$ cat config.mk
export PLATFORM = sky130hd
export DESIGN_NAME = debounce_sync_flat
export DESIGN_NICKNAME = d
export VERILOG_FILES = /design/src/rtl/debounce_sync_if.sv /design/src/rtl/debounce_sync.sv /design/src/flat_wrapper.sv
export SDC_FILE = /design/constraint.sdc
export NUM_CORES = 1
export LEC_CHECK = 0
export CORE_AREA = 2 2 39 41
export DETAILED_ROUTE_END_ITERATION = 10
export DIE_AREA = 0 0 41 43
export DONT_BUFFER_PORTS = 1
export PLACE_DENSITY = 0.78
export SETUP_SLACK_MARGIN = 0.4
export SLEW_MARGIN = 20
export SYNTH_ARGS = -nofsm -noshare
export SYNTH_HDL_FRONTEND = slang
export SYNTH_SLANG_ARGS = --single-unit
$ cat constraint.sdc
create_clock -name clk -period 2.05 [get_ports clk]
set_input_delay 0.41 -clock clk [delete_from_list [all_inputs] [get_ports clk]]
set_output_delay 0.41 -clock clk [all_outputs]
set_load 0.02 [all_outputs]
$ cat src/rtl/debounce_sync_if.sv
// debounce_sync_if: raw button / enable in, debounced level, strobes, busy out.
// master drives btn_in/enable; slave (the debouncer) drives the rest.
interface debounce_sync_if;
  logic       btn_in;
  logic       enable;
  logic       level_out;
  logic       rise_pulse;
  logic       fall_pulse;
  logic       rise_n;
  logic       fall_n;
  logic       busy;
`ifdef DEBOUNCE_GLITCH_COUNT_EN
  logic [7:0] glitch_cnt;
`endif

  modport master (
`ifdef DEBOUNCE_GLITCH_COUNT_EN
    input  glitch_cnt,
`endif
    output btn_in,
    output enable,
    input  level_out,
    input  rise_pulse,
    input  fall_pulse,
    input  rise_n,
    input  fall_n,
    input  busy
  );

  modport slave (
`ifdef DEBOUNCE_GLITCH_COUNT_EN
    output glitch_cnt,
`endif
    input  btn_in,
    input  enable,
    output level_out,
    output rise_pulse,
    output fall_pulse,
    output rise_n,
    output fall_n,
    output busy
  );
endinterface

$ cat src/rtl/debounce_sync.sv
// debounce_sync: 2-flop synchroniser + stability-counter debouncer with strobes.
// Ports: clk, reset (async, active-low), bus (debounce_sync_if.slave).
// Optional DEBOUNCE_GLITCH_COUNT_EN adds bus.glitch_cnt (aborted episodes).
module debounce_sync #(
  parameter int STABLE_CYCLES = 16,
  parameter int CNT_W         = 8
) (
  input  logic           clk,
  input  logic           reset,
  debounce_sync_if.slave bus
);

  typedef enum logic {
    IDLE  = 1'b0,
    COUNT = 1'b1
  } state_e;

  localparam logic [CNT_W-1:0] LAST =
    CNT_W'(STABLE_CYCLES - 1);

  logic             sync1_q;
  logic             sync2_q;
  state_e           state_q;
  state_e           state_d;
  logic [CNT_W-1:0] cnt_q;
  logic [CNT_W-1:0] cnt_d;
  logic             level_q;
  logic             level_d;
  logic             rise_q;
  logic             rise_d;
  logic             fall_q;
  logic             fall_d;
  logic             rise_n_q;
  logic             fall_n_q;

  logic             differ;
  logic             stay;
  logic             grow;
  logic             fire;

  assign differ = sync2_q ^ level_q;
  assign stay   = ~differ;
  assign grow   = differ & (cnt_q != LAST);
  assign fire   = differ & (cnt_q == LAST);

  always_ff @(posedge clk or negedge reset) begin
    if (!reset) begin
      sync1_q  <= 1'b0;
      sync2_q  <= 1'b0;
      state_q  <= IDLE;
      cnt_q    <= '0;
      level_q  <= 1'b0;
      rise_q   <= 1'b0;
      fall_q   <= 1'b0;
      rise_n_q <= 1'b1;
      fall_n_q <= 1'b1;
    end else begin
      sync1_q  <= bus.btn_in;
      sync2_q  <= sync1_q;
      state_q  <= state_d;
      cnt_q    <= cnt_d;
      level_q  <= level_d;
      rise_q   <= rise_d;
      fall_q   <= fall_d;
      rise_n_q <= ~rise_d;
      fall_n_q <= ~fall_d;
    end
  end

  // With enable low everything holds, so a
  // count in progress resumes where it left off.
  always_comb begin
    state_d = state_q;
    cnt_d   = cnt_q;
    level_d = level_q;
    rise_d  = 1'b0;
    fall_d  = 1'b0;
    if (bus.enable) begin
      unique case (1'b1)
        stay: begin
          state_d = IDLE;
          cnt_d   = '0;
        end
        grow: begin
          state_d = COUNT;
          cnt_d   = cnt_q + 1'b1;
        end
        fire: begin
          state_d = IDLE;
          cnt_d   = '0;
          level_d = sync2_q;
          rise_d  = sync2_q;
          fall_d  = ~sync2_q;
        end
        default: ;
      endcase
    end
  end

  assign bus.level_out  = level_q;
  assign bus.rise_pulse = rise_q;
  assign bus.fall_pulse = fall_q;
  assign bus.rise_n     = rise_n_q;
  assign bus.fall_n     = fall_n_q;
  assign bus.busy       = (state_q == COUNT);

`ifdef DEBOUNCE_GLITCH_COUNT_EN
  logic [7:0] glitch_q;
  logic [7:0] glitch_d;
  logic       abort;

  // A bounce back to the current level while
  // counting ends the episode without a toggle.
  assign abort = bus.enable & stay
               & (state_q == COUNT);

  always_comb begin
    glitch_d = glitch_q;
    if (abort && (glitch_q != 8'hFF))
      glitch_d = glitch_q + 8'd1;
  end

  always_ff @(posedge clk or negedge reset) begin
    if (!reset) glitch_q <= 8'd0;
    else        glitch_q <= glitch_d;
  end

  assign bus.glitch_cnt = glitch_q;
`endif

`ifndef SYNTHESIS
  a_cnt_bound: assert property (
    @(posedge clk) disable iff (!reset)
    int'(cnt_q) < STABLE_CYCLES);

  a_strobe_excl: assert property (
    @(posedge clk) disable iff (!reset)
    !(rise_q && fall_q));

  a_strobe_n: assert property (
    @(posedge clk) disable iff (!reset)
    (rise_n_q == !rise_q) && (fall_n_q == !fall_q));

  a_idle_zero: assert property (
    @(posedge clk) disable iff (!reset)
    (state_q == IDLE) |-> (cnt_q == '0));
`endif

endmodule

$ cat src/flat_wrapper.sv
// flat-port wrapper written by rule: the top's interface ports become plain ports
module debounce_sync_flat 
#(
  parameter int STABLE_CYCLES = 16,
  parameter int CNT_W         = 8
)
  (clk, reset, bus_btn_in, bus_enable, bus_level_out, bus_rise_pulse, bus_fall_pulse, bus_rise_n, bus_fall_n, bus_busy);
  debounce_sync_if bus_i ();
  input  logic clk;
  input  logic reset;
  input wire logic [$bits(bus_i.btn_in)-1:0] bus_btn_in;
  input wire logic [$bits(bus_i.enable)-1:0] bus_enable;
  output wire logic [$bits(bus_i.level_out)-1:0] bus_level_out;
  output wire logic [$bits(bus_i.rise_pulse)-1:0] bus_rise_pulse;
  output wire logic [$bits(bus_i.fall_pulse)-1:0] bus_fall_pulse;
  output wire logic [$bits(bus_i.rise_n)-1:0] bus_rise_n;
  output wire logic [$bits(bus_i.fall_n)-1:0] bus_fall_n;
  output wire logic [$bits(bus_i.busy)-1:0] bus_busy;
  assign bus_i.btn_in = bus_btn_in;
  assign bus_i.enable = bus_enable;
  assign bus_level_out = bus_i.level_out;
  assign bus_rise_pulse = bus_i.rise_pulse;
  assign bus_fall_pulse = bus_i.fall_pulse;
  assign bus_rise_n = bus_i.rise_n;
  assign bus_fall_n = bus_i.fall_n;
  assign bus_busy = bus_i.busy;
  debounce_sync #(.STABLE_CYCLES(STABLE_CYCLES), .CNT_W(CNT_W)) u_core (.clk(clk), .reset(reset), .bus(bus_i));
endmodule
### After elaboration in Yosys (flattened, before gate mapping)

Cells that the tools add are included.

| operators by class | value |
|---|---|
| $add $sub $neg | 1 |
| $mul | 0 |
| div/mod/pow operators | 0 |
| order comparisons | 0 |
| eq/ne operators | 2 |
| shift-type cells | 0 |
| muxes and demuxes | 6 |
| bitwise logic cells | 7 |
| reductions and logical operators | 4 |

Operators by type and width:

| cell | number |
|---|---|
| $pmux 8 s2 | 1 |
| $add 8x1->8 const B | 1 |
| $eq 8x4->1 const B | 1 |
| $ne 8x4->1 const B | 1 |
| $mux 1 | 4 |
| $not 1->1 | 4 |
| $reduce_and 2->1 | 2 |
| $and 1x1->1 | 2 |
| $pmux 1 s2 | 1 |
| $reduce_bool 2->1 | 1 |
| $reduce_or 2->1 | 1 |
| $xor 1x1->1 | 1 |

| word-level totals | value |
|---|---|
| bits in registers | 16 |
| bits in latches | 0 |
| RAM bits | 0 |
| bits in read-only memories | 0 |
| input port bits | 4 |
| output and inout bits | 6 |
| word-level logic and storage cells | 29 |
| memories | 0 |

### Longest topological paths before layout

| depth | value |
|---|---|
| depth after elaboration | 5 |
| depth in mapped cells | 5 |

### Worst setup path before layout

Ideal clock, no wire load.

| timing path | value |
|---|---|
| kind | register to register |
| start | reg u_core.cnt_q[0] |
| end | reg u_core.cnt_q[3] |
| library setup time | 0.064 ns |
| data arrival time | 1.375 ns |
| data required time | 1.986 ns |
| setup slack | 0.612 ns |
| cell stages (with the launch flop) | 6 |
| cell sequence | dfrtp_1 -> ha_1 -> and3_2 -> a211o_2 -> o21ai_0 -> a21o_1 |

| between the ends | value |
|---|---|
| cells in the longest elaborated chain, start to end | 5 |
| elaborated cells on any way between the ends | 9 |
| classes of those cells | add/sub: 1; eq/ne: 2; mux: 1; bitwise: 2; reduce/logical: 3 |

RTL lines:

| what | line | RTL |
|---|---|---|
| from (decl) | debounce_sync.sv:25 | `logic [CNT_W-1:0] cnt_q;` |
| from (signal assigned) | debounce_sync.sv:61 | `cnt_q <= cnt_d;` |
| branches (longest 5 deep; another with $add 8x1->8) | -- |  |

Parallel ways; which one is timed is not known.
A chain may end at the register's enable or synchronous reset.

### Worst setup path after layout

| timing path | value |
|---|---|
| start | reg u_core.cnt_q[0] |
| end | reg u_core.cnt_q[5] |

The elaborated chain is that of the path after synthesis.

==> results by group <==
Drt
  • Number of DRC markers in iteration 0: 13
  • Highest metal used: met4
  • WL met1: between 500 and 600 µm
  • Final ANT Viol Nets: 0
  • WL met2: 630 µm
  • # DRC: 0
  • Detailed-route wire length per cell: ~16 µm
  • Router iterations before antenna repair: 4
  • Metal3 WL: about 59 µm
  • Vias/cell: ~6.0
  • Vias post-DR: between 400 and 500
  • Total wire length: 1.27 mm

Critical path
  • CP peak stage delay: 0.40 ns
  • R2r startpoint: u_core.cnt_q[0]
  • Kind of cell adding the most delay to the critical path: compound AO/OA/AOI/OAI gates
  • Worst setup EP type: register
  • Buf/Inv on CP: 0
  • Worst setup SP type: register
  • Critical path, cell by cell: ha_2 > and3_2 > a211oi_4 > a41oi_1 > a31oi_1
  • Critical path type: reg2reg
  • Worst Path Max Fanout: 5
  • WP depth: 5
  • Reg2Reg Depth: 5
  • CP endpoint: u_core.cnt_q[5]
  • CP Data Arrival Time: approximately 1.8 ns
  • R2R Path End: u_core.cnt_q[5]
  • Origin of the worst setup path: u_core.cnt_q[0]
  • Reg2reg setup slack: 0.49 ns
  • CP max stage cell: dfrtp_1
  • Crit path required time: approximately 2.3 ns

Finish
  • Fillcell total: 118
  • Share of cells above drive strength 1: around a quarter
  • N_diodes: 0
  • Most frequent cells in the layout: 14 x dfrtp_1, 6 x o21ai_0, 4 x nand2_1
  • Final core occ: between 50% and 60%
  • Sequential cell area: between 400 and 500 µm²
  • Layout Nets: 72
  • Area Growth Syn to Fin: 8.05%
  • Area of the multi-input gates: just over 300 µm²
  • Most common cell after layout, fill and taps aside: dfrtp_1
  • Design Area, Final: 790 µm²

Outcome
  • Status: completed

STA
  • Final Critical Period: between 1.5 and 2 ns
  • Min setup slack post-route: 0.488 ns
  • Max-slew violations: 0
  • Pin slew with the least headroom to its limit: approximately 0.71 ns
  • Fin. Hold Viols: 0
  • Max-Slew Margin vs Limit: 52.7%
  • Clock Skew: 0.00534 ns
  • RSZ-0062 raised after global routing: no
  • # setup viols final: 0
  • Fmax: between 600 and 700 MHz
  • Setup TNS: 0 ns
  • Tcrit/Tclk final: 76.2%

Synth
  • Top FF cell, synth: dfrtp_1
  • Sequential share of the synthesized area: around 55%
  • Area contributors post-synth: dfrtp_1 48%, dfstp_2 7.2%, o21ai_0 4.1%
  • Synth warn: 0
  • Post-synth EDFFs: 0
  • Number of synthesized register bits: 16
  • Leading area contributor after synthesis: dfrtp_1
  • Top-area cell type share of the netlist area: around 48%
  • Synthesized instance count: just over 60
  • Post-synth cell types: 29
  • Syn nets: 66
  • Netlist Area Pre-Place: 731 µm²
  • Async S/R FF share, synth: 100%
  • Syn Area/Cell: ~12 µm²

Power and ir drop
  • IR drop worst, VDD: 454 µV
  • Pleak: 0.000374 µW
  • Pwr/cell area: between 700 and 800 nW/µm²
  • Power Total: 566 µW

Clock tree
  • CTS HTree Levels: 1
  • Worst-path clk slew: about 0.09 ns
  • Clock latency on the worst-skew pair: a little under 0.3 ns
  • TritonCTS clock tree: yes
  • Clk buf depth: 2
  • CTS buffer count: 3
  • CTS Sinks: 16
  • CTS root buffer: clkbuf_4

Die
  • Number of cell rows: 14
  • Die area: ~1800 µm²
  • Die H: roughly 43 µm
  • Die X: approximately 41 µm
  • Io pins: 10
  • Core area: approximately 1400 µm²
  • Starting Density: approximately 53%

Global route
  • Initial antenna violation count: 0
  • Largest net degree at the start of global routing: 17
  • Overflow after GRT: 0
  • Vias in the first global route: 503
  • First-pass GRT wire length: approximately 2.2 mm
  • Total track usage: 19.3%

Placement
  • Pre-CTS setup slack: around 0.46 ns
  • Post-DP Area: ~740 µm²
  • Buffers added on ports: 0
  • Gpl congestion: 0.857
  • Post-DP HPWL: ~880 µm

Flow run
  • Max-cap violations: 0

Hold path
  • Hold crit path type: in2reg
worst reg2reg max path, cell delays in order, from the launching register on:
cell	delay [ns]
dfrtp_1	0.40
ha_2	0.20
and3_2	0.22
a211oi_4	0.34
a41oi_1	0.16
a31oi_1	0.16
kinds of logic (layout without fill, tap and decap cells):
group                    after synthesis  count (layout)  synth area share [%]
AO/OA/AOI/OAI                         17              17                  17.0
XOR/XNOR                               3               3                  3.60
adder cells (fa/ha/maj)                1               1                  1.71
buffers and inverters                  5               9                  3.60
flip-flops                            16              16                  55.1
multiplexers                           1               1                  1.37
AND/OR/NAND/NOR                       18              18                  17.6
routing by layer:
layer	GRT usage (%)	up-vias
met1	22.9	235
met2	27.2	13
met3	7.33	5
met5	0	-
met4	14.0	0
li1	-	233
power breakdown:
group | total [µW] | internal [µW] | leakage (µW) | switching, µW
sequential | 347 | 330 | 0.000205 | 17.4
combinational | 53.0 | 22.9 | 0.000154 | 30.1
clock | 165 | 68.4 | 0.0000138 | 97.0
stage by stage:
| stage | hold slack, ns | instances |
|---|---|---|
| 2_1_floorplan | 0.114 | 61 |
| 3_3_place_gp | 0.115 | 76 |
| 3_5_place_dp | 0.115 | 76 |
| 4_1_cts | 0.143 | 80 |
| 5_1_grt | 0.126 | 81 |
| 6_report | 0.137 | 81 |
final cells by class:
cell class | count | share of cell area (%)
Clock buffer | 3 | 2.85
Inverter | 4 | 1.90
Multi-Input combinational cell | 40 | 39.5
Sequential cell | 16 | 51.0
Tap cell | 16 | 2.54
Timing Repair Buffer | 2 | 2.22
Yosys cell counts, drive strengths merged, types with 2 or more instances:
cell,number
a21o,3
o21ai,6
or3,2
xor2,2
nor3b,2
and3,3
nand3,3
dfstp,2
inv,4
nand2,5
dfrtp,14
what timing repair did:
item	in CTS	in global routing
buffers inserted	0	1
hold buffers	1	0
setup endpoints to repair	0	1
hold endpoints to repair	16	0
gates resized for setup	0	2
state kept, by name, indices dropped and copies added (netlist names):
signal	flops
u_core.bus.busy	1
u_core.bus.fall_n	1
u_core.bus.fall_pulse	1
u_core.bus.level_out	1
u_core.bus.rise_n	1
u_core.bus.rise_pulse	1
u_core.cnt_q	8
u_core.sync1_q	1
u_core.sync2_q	1
worst min-delay path by stage:
stage,from,endpoint,slack (ns),depth (start not counted)
5_1_grt,bus_btn_in,u_core.sync1_q,0.13,0
2_1_floorplan,reset,u_core.bus.busy,0.11,0
4_1_cts,bus_btn_in,u_core.sync1_q,0.14,0
3_3_place_gp,reset,u_core.bus.rise_pulse,0.11,0
3_5_place_dp,reset,u_core.bus.rise_pulse,0.11,0
6_report,bus_btn_in,u_core.sync1_q,0.14,0
Note: power is estimated with default switching activity, not from simulation.
